==> src/rtl/mem_bus_arbiter_if.sv <==
// Signal bundle between the core's fetch/data ports, mem_bus_arbiter and the external memory bus.
// The arbiter uses the master modport; the requesters and the bus slave together use slave.
interface mem_bus_arbiter_if #(
    parameter int unsigned DATA_W = 32
);
    // Fetch port
    logic              if_ce_i;
    logic [DATA_W-1:0] if_addr_i;
    logic [DATA_W-1:0] if_data_o;
    logic              if_stallreq_o;

    // Data port
    logic              mem_ce_i;
    logic              mem_we_i;
    logic [3:0]        mem_sel_i;
    logic [DATA_W-1:0] mem_addr_i;
    logic [DATA_W-1:0] mem_data_i;
    logic [DATA_W-1:0] mem_data_o;
    logic              mem_stallreq_o;

    // External memory bus
    logic              bus_req_o;
    logic              bus_we_o;
    logic [3:0]        bus_sel_o;
    logic [DATA_W-1:0] bus_addr_o;
    logic [DATA_W-1:0] bus_data_o;
    logic [DATA_W-1:0] bus_data_i;
    logic              bus_ack_i;
    logic              bus_err_o;

    modport master (
        input  if_ce_i, if_addr_i,
        output if_data_o, if_stallreq_o,
        input  mem_ce_i, mem_we_i, mem_sel_i, mem_addr_i, mem_data_i,
        output mem_data_o, mem_stallreq_o,
        output bus_req_o, bus_we_o, bus_sel_o, bus_addr_o, bus_data_o, bus_err_o,
        input  bus_data_i, bus_ack_i
    );

    modport slave (
        output if_ce_i, if_addr_i,
        input  if_data_o, if_stallreq_o,
        output mem_ce_i, mem_we_i, mem_sel_i, mem_addr_i, mem_data_i,
        input  mem_data_o, mem_stallreq_o,
        input  bus_req_o, bus_we_o, bus_sel_o, bus_addr_o, bus_data_o, bus_err_o,
        output bus_data_i, bus_ack_i
    );
endinterface

==> src/rtl/mem_bus_arbiter.sv <==
// Shares one request/acknowledge memory bus between the fetch and data ports.
// Data port has fixed priority; each bus cycle is bounded by a timeout.
module mem_bus_arbiter #(
    parameter int unsigned DATA_W  = 32,
    parameter int unsigned TIMEOUT = 255,
    parameter int unsigned CNT_W   = 16
) (
    input  logic              clk,
    input  logic              rst,
    input  logic [5:0]        stall_i,
    mem_bus_arbiter_if.master bus
);

    localparam int unsigned SEL_W = 4;
    localparam logic [CNT_W-1:0] CNT_LAST = CNT_W'(TIMEOUT - 1);
    localparam logic [SEL_W-1:0] SEL_ALL  = {SEL_W{1'b1}};

    typedef enum logic [1:0] {
        IDLE    = 2'd0,
        BUS_MEM = 2'd1,
        BUS_IF  = 2'd2
    } state_e;

    state_e state_q, state_d;

    logic [CNT_W-1:0]  cnt_q, cnt_d;
    logic              if_served_q, if_served_d;
    logic              mem_served_q, mem_served_d;
    logic              bus_req_q, bus_req_d;
    logic              bus_we_q, bus_we_d;
    logic [SEL_W-1:0]  bus_sel_q, bus_sel_d;
    logic [DATA_W-1:0] bus_addr_q, bus_addr_d;
    logic [DATA_W-1:0] bus_data_q, bus_data_d;
    logic              bus_err_q, bus_err_d;
    logic [DATA_W-1:0] if_data_q, if_data_d;
    logic [DATA_W-1:0] mem_data_q, mem_data_d;

    logic mem_pending;
    logic if_pending;
    logic cycle_done;
    logic tmo_hit;

    // Only the IF/ID and MEM/WB stall bits release the served flags.
    logic unused_stall;
    assign unused_stall = ^{stall_i[5], stall_i[3:2], stall_i[0]};

    always_comb begin
        mem_pending = bus.mem_ce_i && !mem_served_q;
        if_pending  = bus.if_ce_i && !if_served_q;
        tmo_hit     = (cnt_q == CNT_LAST);
        cycle_done  = bus.bus_ack_i || tmo_hit;
    end

    // State register
    always_ff @(posedge clk) begin
        if (rst) begin
            state_q <= IDLE;
        end else begin
            state_q <= state_d;
        end
    end

    // Next-state logic
    always_comb begin
        state_d = state_q;
        unique case (state_q)
            IDLE: begin
                if (mem_pending) begin
                    state_d = BUS_MEM;
                end else if (if_pending) begin
                    state_d = BUS_IF;
                end
            end
            BUS_MEM, BUS_IF: begin
                if (cycle_done) begin
                    state_d = IDLE;
                end
            end
            default: state_d = IDLE;
        endcase
    end

    // Output/datapath next values; served set wins over the stall-driven clear
    always_comb begin
        cnt_d        = cnt_q;
        if_served_d  = if_served_q && stall_i[1];
        mem_served_d = mem_served_q && stall_i[4];
        bus_req_d    = bus_req_q;
        bus_we_d     = bus_we_q;
        bus_sel_d    = bus_sel_q;
        bus_addr_d   = bus_addr_q;
        bus_data_d   = bus_data_q;
        bus_err_d    = 1'b0;
        if_data_d    = if_data_q;
        mem_data_d   = mem_data_q;

        unique case (state_q)
            IDLE: begin
                cnt_d = '0;
                if (mem_pending) begin
                    bus_req_d  = 1'b1;
                    bus_we_d   = bus.mem_we_i;
                    bus_sel_d  = bus.mem_sel_i;
                    bus_addr_d = bus.mem_addr_i;
                    bus_data_d = bus.mem_data_i;
                end else if (if_pending) begin
                    bus_req_d  = 1'b1;
                    bus_we_d   = 1'b0;
                    bus_sel_d  = SEL_ALL;
                    bus_addr_d = bus.if_addr_i;
                end
            end
            BUS_MEM: begin
                if (cycle_done) begin
                    bus_req_d    = 1'b0;
                    bus_we_d     = 1'b0;
                    cnt_d        = '0;
                    mem_served_d = 1'b1;
                    if (bus.bus_ack_i) begin
                        if (!bus_we_q) begin
                            mem_data_d = bus.bus_data_i;
                        end
                    end else begin
                        bus_err_d = 1'b1;
                        if (!bus_we_q) begin
                            mem_data_d = '0;
                        end
                    end
                end else begin
                    cnt_d = cnt_q + CNT_W'(1);
                end
            end
            BUS_IF: begin
                if (cycle_done) begin
                    bus_req_d   = 1'b0;
                    bus_we_d    = 1'b0;
                    cnt_d       = '0;
                    if_served_d = 1'b1;
                    if (bus.bus_ack_i) begin
                        if_data_d = bus.bus_data_i;
                    end else begin
                        bus_err_d = 1'b1;
                        if_data_d = '0;
                    end
                end else begin
                    cnt_d = cnt_q + CNT_W'(1);
                end
            end
            default: begin
                bus_req_d = 1'b0;
                bus_we_d  = 1'b0;
                cnt_d     = '0;
            end
        endcase
    end

    // Datapath registers; reset abandons any cycle in flight
    always_ff @(posedge clk) begin
        if (rst) begin
            cnt_q        <= '0;
            if_served_q  <= 1'b0;
            mem_served_q <= 1'b0;
            bus_req_q    <= 1'b0;
            bus_we_q     <= 1'b0;
            bus_sel_q    <= '0;
            bus_addr_q   <= '0;
            bus_data_q   <= '0;
            bus_err_q    <= 1'b0;
            if_data_q    <= '0;
            mem_data_q   <= '0;
        end else begin
            cnt_q        <= cnt_d;
            if_served_q  <= if_served_d;
            mem_served_q <= mem_served_d;
            bus_req_q    <= bus_req_d;
            bus_we_q     <= bus_we_d;
            bus_sel_q    <= bus_sel_d;
            bus_addr_q   <= bus_addr_d;
            bus_data_q   <= bus_data_d;
            bus_err_q    <= bus_err_d;
            if_data_q    <= if_data_d;
            mem_data_q   <= mem_data_d;
        end
    end

    assign bus.if_stallreq_o  = if_pending;
    assign bus.mem_stallreq_o = mem_pending;
    assign bus.if_data_o      = if_data_q;
    assign bus.mem_data_o     = mem_data_q;
    assign bus.bus_req_o      = bus_req_q;
    assign bus.bus_we_o       = bus_we_q;
    assign bus.bus_sel_o      = bus_sel_q;
    assign bus.bus_addr_o     = bus_addr_q;
    assign bus.bus_data_o     = bus_data_q;
    assign bus.bus_err_o      = bus_err_q;

endmodule

==> src/flat_wrapper.sv <==
// flat-port wrapper written by rule: the top's interface ports become plain ports
module mem_bus_arbiter_flat 
#(
    parameter int unsigned DATA_W  = 32,
    parameter int unsigned TIMEOUT = 255,
    parameter int unsigned CNT_W   = 16
)
  (clk, rst, stall_i, bus_if_ce_i, bus_if_addr_i, bus_if_data_o, bus_if_stallreq_o, bus_mem_ce_i, bus_mem_we_i, bus_mem_sel_i, bus_mem_addr_i, bus_mem_data_i, bus_mem_data_o, bus_mem_stallreq_o, bus_bus_req_o, bus_bus_we_o, bus_bus_sel_o, bus_bus_addr_o, bus_bus_data_o, bus_bus_err_o, bus_bus_data_i, bus_bus_ack_i);
  mem_bus_arbiter_if #(.DATA_W(DATA_W)) bus_i ();
  input  logic clk;
  input  logic rst;
  input  logic [5:0] stall_i;
  input wire logic [$bits(bus_i.if_ce_i)-1:0] bus_if_ce_i;
  input wire logic [$bits(bus_i.if_addr_i)-1:0] bus_if_addr_i;
  output wire logic [$bits(bus_i.if_data_o)-1:0] bus_if_data_o;
  output wire logic [$bits(bus_i.if_stallreq_o)-1:0] bus_if_stallreq_o;
  input wire logic [$bits(bus_i.mem_ce_i)-1:0] bus_mem_ce_i;
  input wire logic [$bits(bus_i.mem_we_i)-1:0] bus_mem_we_i;
  input wire logic [$bits(bus_i.mem_sel_i)-1:0] bus_mem_sel_i;
  input wire logic [$bits(bus_i.mem_addr_i)-1:0] bus_mem_addr_i;
  input wire logic [$bits(bus_i.mem_data_i)-1:0] bus_mem_data_i;
  output wire logic [$bits(bus_i.mem_data_o)-1:0] bus_mem_data_o;
  output wire logic [$bits(bus_i.mem_stallreq_o)-1:0] bus_mem_stallreq_o;
  output wire logic [$bits(bus_i.bus_req_o)-1:0] bus_bus_req_o;
  output wire logic [$bits(bus_i.bus_we_o)-1:0] bus_bus_we_o;
  output wire logic [$bits(bus_i.bus_sel_o)-1:0] bus_bus_sel_o;
  output wire logic [$bits(bus_i.bus_addr_o)-1:0] bus_bus_addr_o;
  output wire logic [$bits(bus_i.bus_data_o)-1:0] bus_bus_data_o;
  output wire logic [$bits(bus_i.bus_err_o)-1:0] bus_bus_err_o;
  input wire logic [$bits(bus_i.bus_data_i)-1:0] bus_bus_data_i;
  input wire logic [$bits(bus_i.bus_ack_i)-1:0] bus_bus_ack_i;
  assign bus_i.if_ce_i = bus_if_ce_i;
  assign bus_i.if_addr_i = bus_if_addr_i;
  assign bus_if_data_o = bus_i.if_data_o;
  assign bus_if_stallreq_o = bus_i.if_stallreq_o;
  assign bus_i.mem_ce_i = bus_mem_ce_i;
  assign bus_i.mem_we_i = bus_mem_we_i;
  assign bus_i.mem_sel_i = bus_mem_sel_i;
  assign bus_i.mem_addr_i = bus_mem_addr_i;
  assign bus_i.mem_data_i = bus_mem_data_i;
  assign bus_mem_data_o = bus_i.mem_data_o;
  assign bus_mem_stallreq_o = bus_i.mem_stallreq_o;
  assign bus_bus_req_o = bus_i.bus_req_o;
  assign bus_bus_we_o = bus_i.bus_we_o;
  assign bus_bus_sel_o = bus_i.bus_sel_o;
  assign bus_bus_addr_o = bus_i.bus_addr_o;
  assign bus_bus_data_o = bus_i.bus_data_o;
  assign bus_bus_err_o = bus_i.bus_err_o;
  assign bus_i.bus_data_i = bus_bus_data_i;
  assign bus_i.bus_ack_i = bus_bus_ack_i;
  mem_bus_arbiter #(.DATA_W(DATA_W), .TIMEOUT(TIMEOUT), .CNT_W(CNT_W)) u_core (.clk(clk), .rst(rst), .stall_i(stall_i), .bus(bus_i));
endmodule
==> config.mk <==
export PLATFORM = sky130hd
export DESIGN_NAME = mem_bus_arbiter_flat
export DESIGN_NICKNAME = d
export VERILOG_FILES = /design/src/rtl/mem_bus_arbiter_if.sv /design/src/rtl/mem_bus_arbiter.sv /design/src/flat_wrapper.sv
export SDC_FILE = /design/constraint.sdc
export NUM_CORES = 1
export LEC_CHECK = 0
export BUFFER_PORTS_ARGS = -buffer_cell sky130_fd_sc_hd__buf_2
export CORE_AREA = 2 2 114 116
export CTS_CLUSTER_SIZE = 14
export DETAILED_ROUTE_END_ITERATION = 8
export DIE_AREA = 0 0 116 118
export PLACE_DENSITY = 0.8
export SLEW_MARGIN = 0
export SYNTH_ARGS = -nofsm -noshare
export SYNTH_HDL_FRONTEND = slang
export SYNTH_SLANG_ARGS = --single-unit
==> constraint.sdc <==
create_clock -name clk -period 5.2 [get_ports clk]
set_input_delay 1.3 -clock clk [delete_from_list [all_inputs] [get_ports clk]]
set_output_delay 1.3 -clock clk [all_outputs]
set_load 0.02 [all_outputs]
==> results.toml <==
[setup_path]
path_max_fanout = 36
cp.required_ns = 3.90
end_kind = "output port"
crit_type = "in2out"
critPathArrivalTime_ns = 2.21
rrSetupSlack_ns = 2.90
critPathLaunchType = "input pin"

[power]
seqPwrFrac = 0.416
ir_worst_vdd_mv = 0.266
leakage_nw = 3.62
p_int_mw = 2.28
p_sw_mw = 0.894
clkPwrFrac = 0.415
p_sw_frac = 0.282
power_mw = 3.17
p_per_area_mw_per_mm2 = 393
p_comb_frac = 0.170

[synth]
syn_area_mm2 = 0.00607
ys_ff_latch = 155
avgSynthCellArea_um2 = 8.21
synth_edf_count = 0
yosys_warnings = 0
ys_seq_area_frac = 0.512
synth_cells = 739
synthArstFlopShare = 0
ys_types = 35
synth_fp_nets = 888
yosys_most_used_dff = "dfxtp_1"

[routing]
ant_nets = 0
vias_per_cell = 5.15
wirelength_um = 17600
drt_iter0_drc = 472
vias = 6026
wire_per_inst_um = 15.0
drt_first_pass_iters = 7
drc = 0

[place]
hpwl_um = 11700
gp_congestion = 0.783
port_buffers = 276
place_ws_ns = 1.68

[sta]
finalWorstSetupSlack_ns = 1.69
fin_tns_setup_ns = 0
timing.fmax_ghz = 0.285
setup_viol = 0
drv_slew = 0
slew-limit-headroom = 0.336
hold_slack_ns = 0.448
finalCritPeriodShare = 0.674
clock_skew_ns = 0.0106
rsz0062_at_grt = "false"
tightest_slew_ns = 0.995
min_period_ns = 3.51
hold_viol_final = 0

[worst_hold_path]
hold_class = "reg2reg"

[cells_and_area]
final_layout_size_suffix_gt1_frac = 0.335
num-fill-cells = 1112
finalNetCount = 1133
seqCellArea_mm2 = 0.00310
antenna_cells = 0
area_growth_pct = 33.1
multi_input_area_mm2 = 0.00264

[clock_tree]
clockBufferDepth = 2
cts_root_buf = "clkbuf_16"
clock_latency_ns = 0.42
htree_levels = 4
cts_setup_buffers = 0
ctsResizeCount = 0
numClockSinks = 155
clkSlewWorstSetupHoldPaths_ns = 0.06
cts_inserted_buffers = 17
ctsHoldBuffers = 0
cts_tree = "yes"

[floorplan]
die_h_um = 118
ioPinCount = 281
die_w_um = 116
rows = 41
initial_core_util = 0.489
core-area_mm2 = 0.0124
die-area_mm2 = 0.0137

[status]
status = "complete, no violations"

[grt]
grt.overflow.total = 0
grt_max_degree = 80
grt_util_all_layers = 0.250
grt_pass1_wl_um = 27300
antenna_found_initial = 0
grt_pass1_vias = 5594

[flow_run]
max_cap_violations = 0
==> cell usage in the layout (no fill, tap or decap), types with 4 or more instances in the layout <==
cell type	count
clkbuf_16	17
clkinvlp_4	5
inv_1	6
nand4_1	6
dfxtp_1	155
nor2_2	9
a311oi_1	32
ha_1	5
buf_2	275
bufinv_16	4
o21ai_1	11
nor3_1	5
nand2_1	197
buf_4	10
o21ai_0	61
nor2_1	46
a21oi_1	102
nand2b_1	4
and4_1	4
nand3_1	4
xor2_1	12
==> Yosys cell counts (all sizes together) (5+ instances only) <==
cell type,instances,area [um^2]
ha,5,62.6
xor2,12,105
a311oi,32,280
dfxtp,155,3100
clkbuf,41,154
o21ai,72,360
inv,7,26.3
nand4,6,37.5
nand2,197,739
and4,5,46.3
nor2,58,258
a21oi,102,510
nor3,5,25.0
buf,18,155
==> worst paths after layout <==
path / from / end / depth (start not counted)
worst max-delay path: bus_mem_ce_i / bus_mem_stallreq_o / 4
worst min-delay path: u_core.mem_served_q$_SDFF_PP0_ / u_core.mem_served_q$_SDFF_PP0_ / 2
worst max register to register: u_core.state_q[0]$_SDFFE_PP0P_ / u_core.bus.if_data_o[17]$_SDFFE_PP0P_ / 7
worst min register to register: u_core.mem_served_q$_SDFF_PP0_ / u_core.mem_served_q$_SDFF_PP0_ / 2
==> layout make-up <==
cell class              count  share of cell area
clock buffers              19              0.0548
clock inverters            13              0.0239
inverters                   7             0.00325
multi-input cells         518               0.327
flip-flops and latches    155               0.384
well taps                 172              0.0267
repair buffers            285               0.180
==> routing by layer <==
metal,GRT usage,vias up,share of wire
met2,0.424,239,0.50
met1,0.292,2770,0.40
met5,0,-,0
met3,0.0793,26,0.083
li1,-,2991,-
met4,0.0945,0,0.018
==> sequential cells by signal, summed over array words and instances, names as in the netlist <==
register,flops
u_core.bus.if_data_o,32
u_core.bus.bus_req_o,1
u_core.state_q,2
u_core.mem_served_q,1
u_core.cnt_q,16
u_core.bus.mem_data_o,32
u_core.bus.bus_data_o,32
u_core.bus.bus_we_o,1
u_core.bus.bus_sel_o,4
u_core.bus.bus_addr_o,32
u_core.if_served_q,1
u_core.bus.bus_err_o,1
==> power groups by stage <==
stage / logic, mW / clock network (mW) / registers (mW)
floorplan: 0.235 / 0 / 1.45
finish: 0.538 / 1.31 / 1.32
detailed placement: 0.536 / 0 / 1.34
CTS: 0.540 / 1.33 / 1.32
global placement: 0.532 / 0 / 1.34
global route: 0.592 / 1.38 / 1.33
==> stage by stage <==
step	utilization	instance area [um^2]	instances
3_5_place_dp	0.599	7440	1137
2_1_floorplan	-	6070	739
5_1_grt	0.650	8080	1169
4_1_cts	0.650	8080	1169
6_report	0.650	8080	1169
3_3_place_gp	0.599	7440	1137
==> logic make-up after synthesis <==
kind of cell	share of synthesized area
simple gates	0.204
compound gates	0.198
flops	0.512
buf+inv	0.0553
xor+xnor	0.0202
fa+ha+maj	0.0103
==> worst max-delay path, stage by stage <==
cell,delay (ns)
buf_2,0.08
nand2b_1,0.07
inv_2,0.47
buf_2,0.28
(Power assumes the default switching activity.)
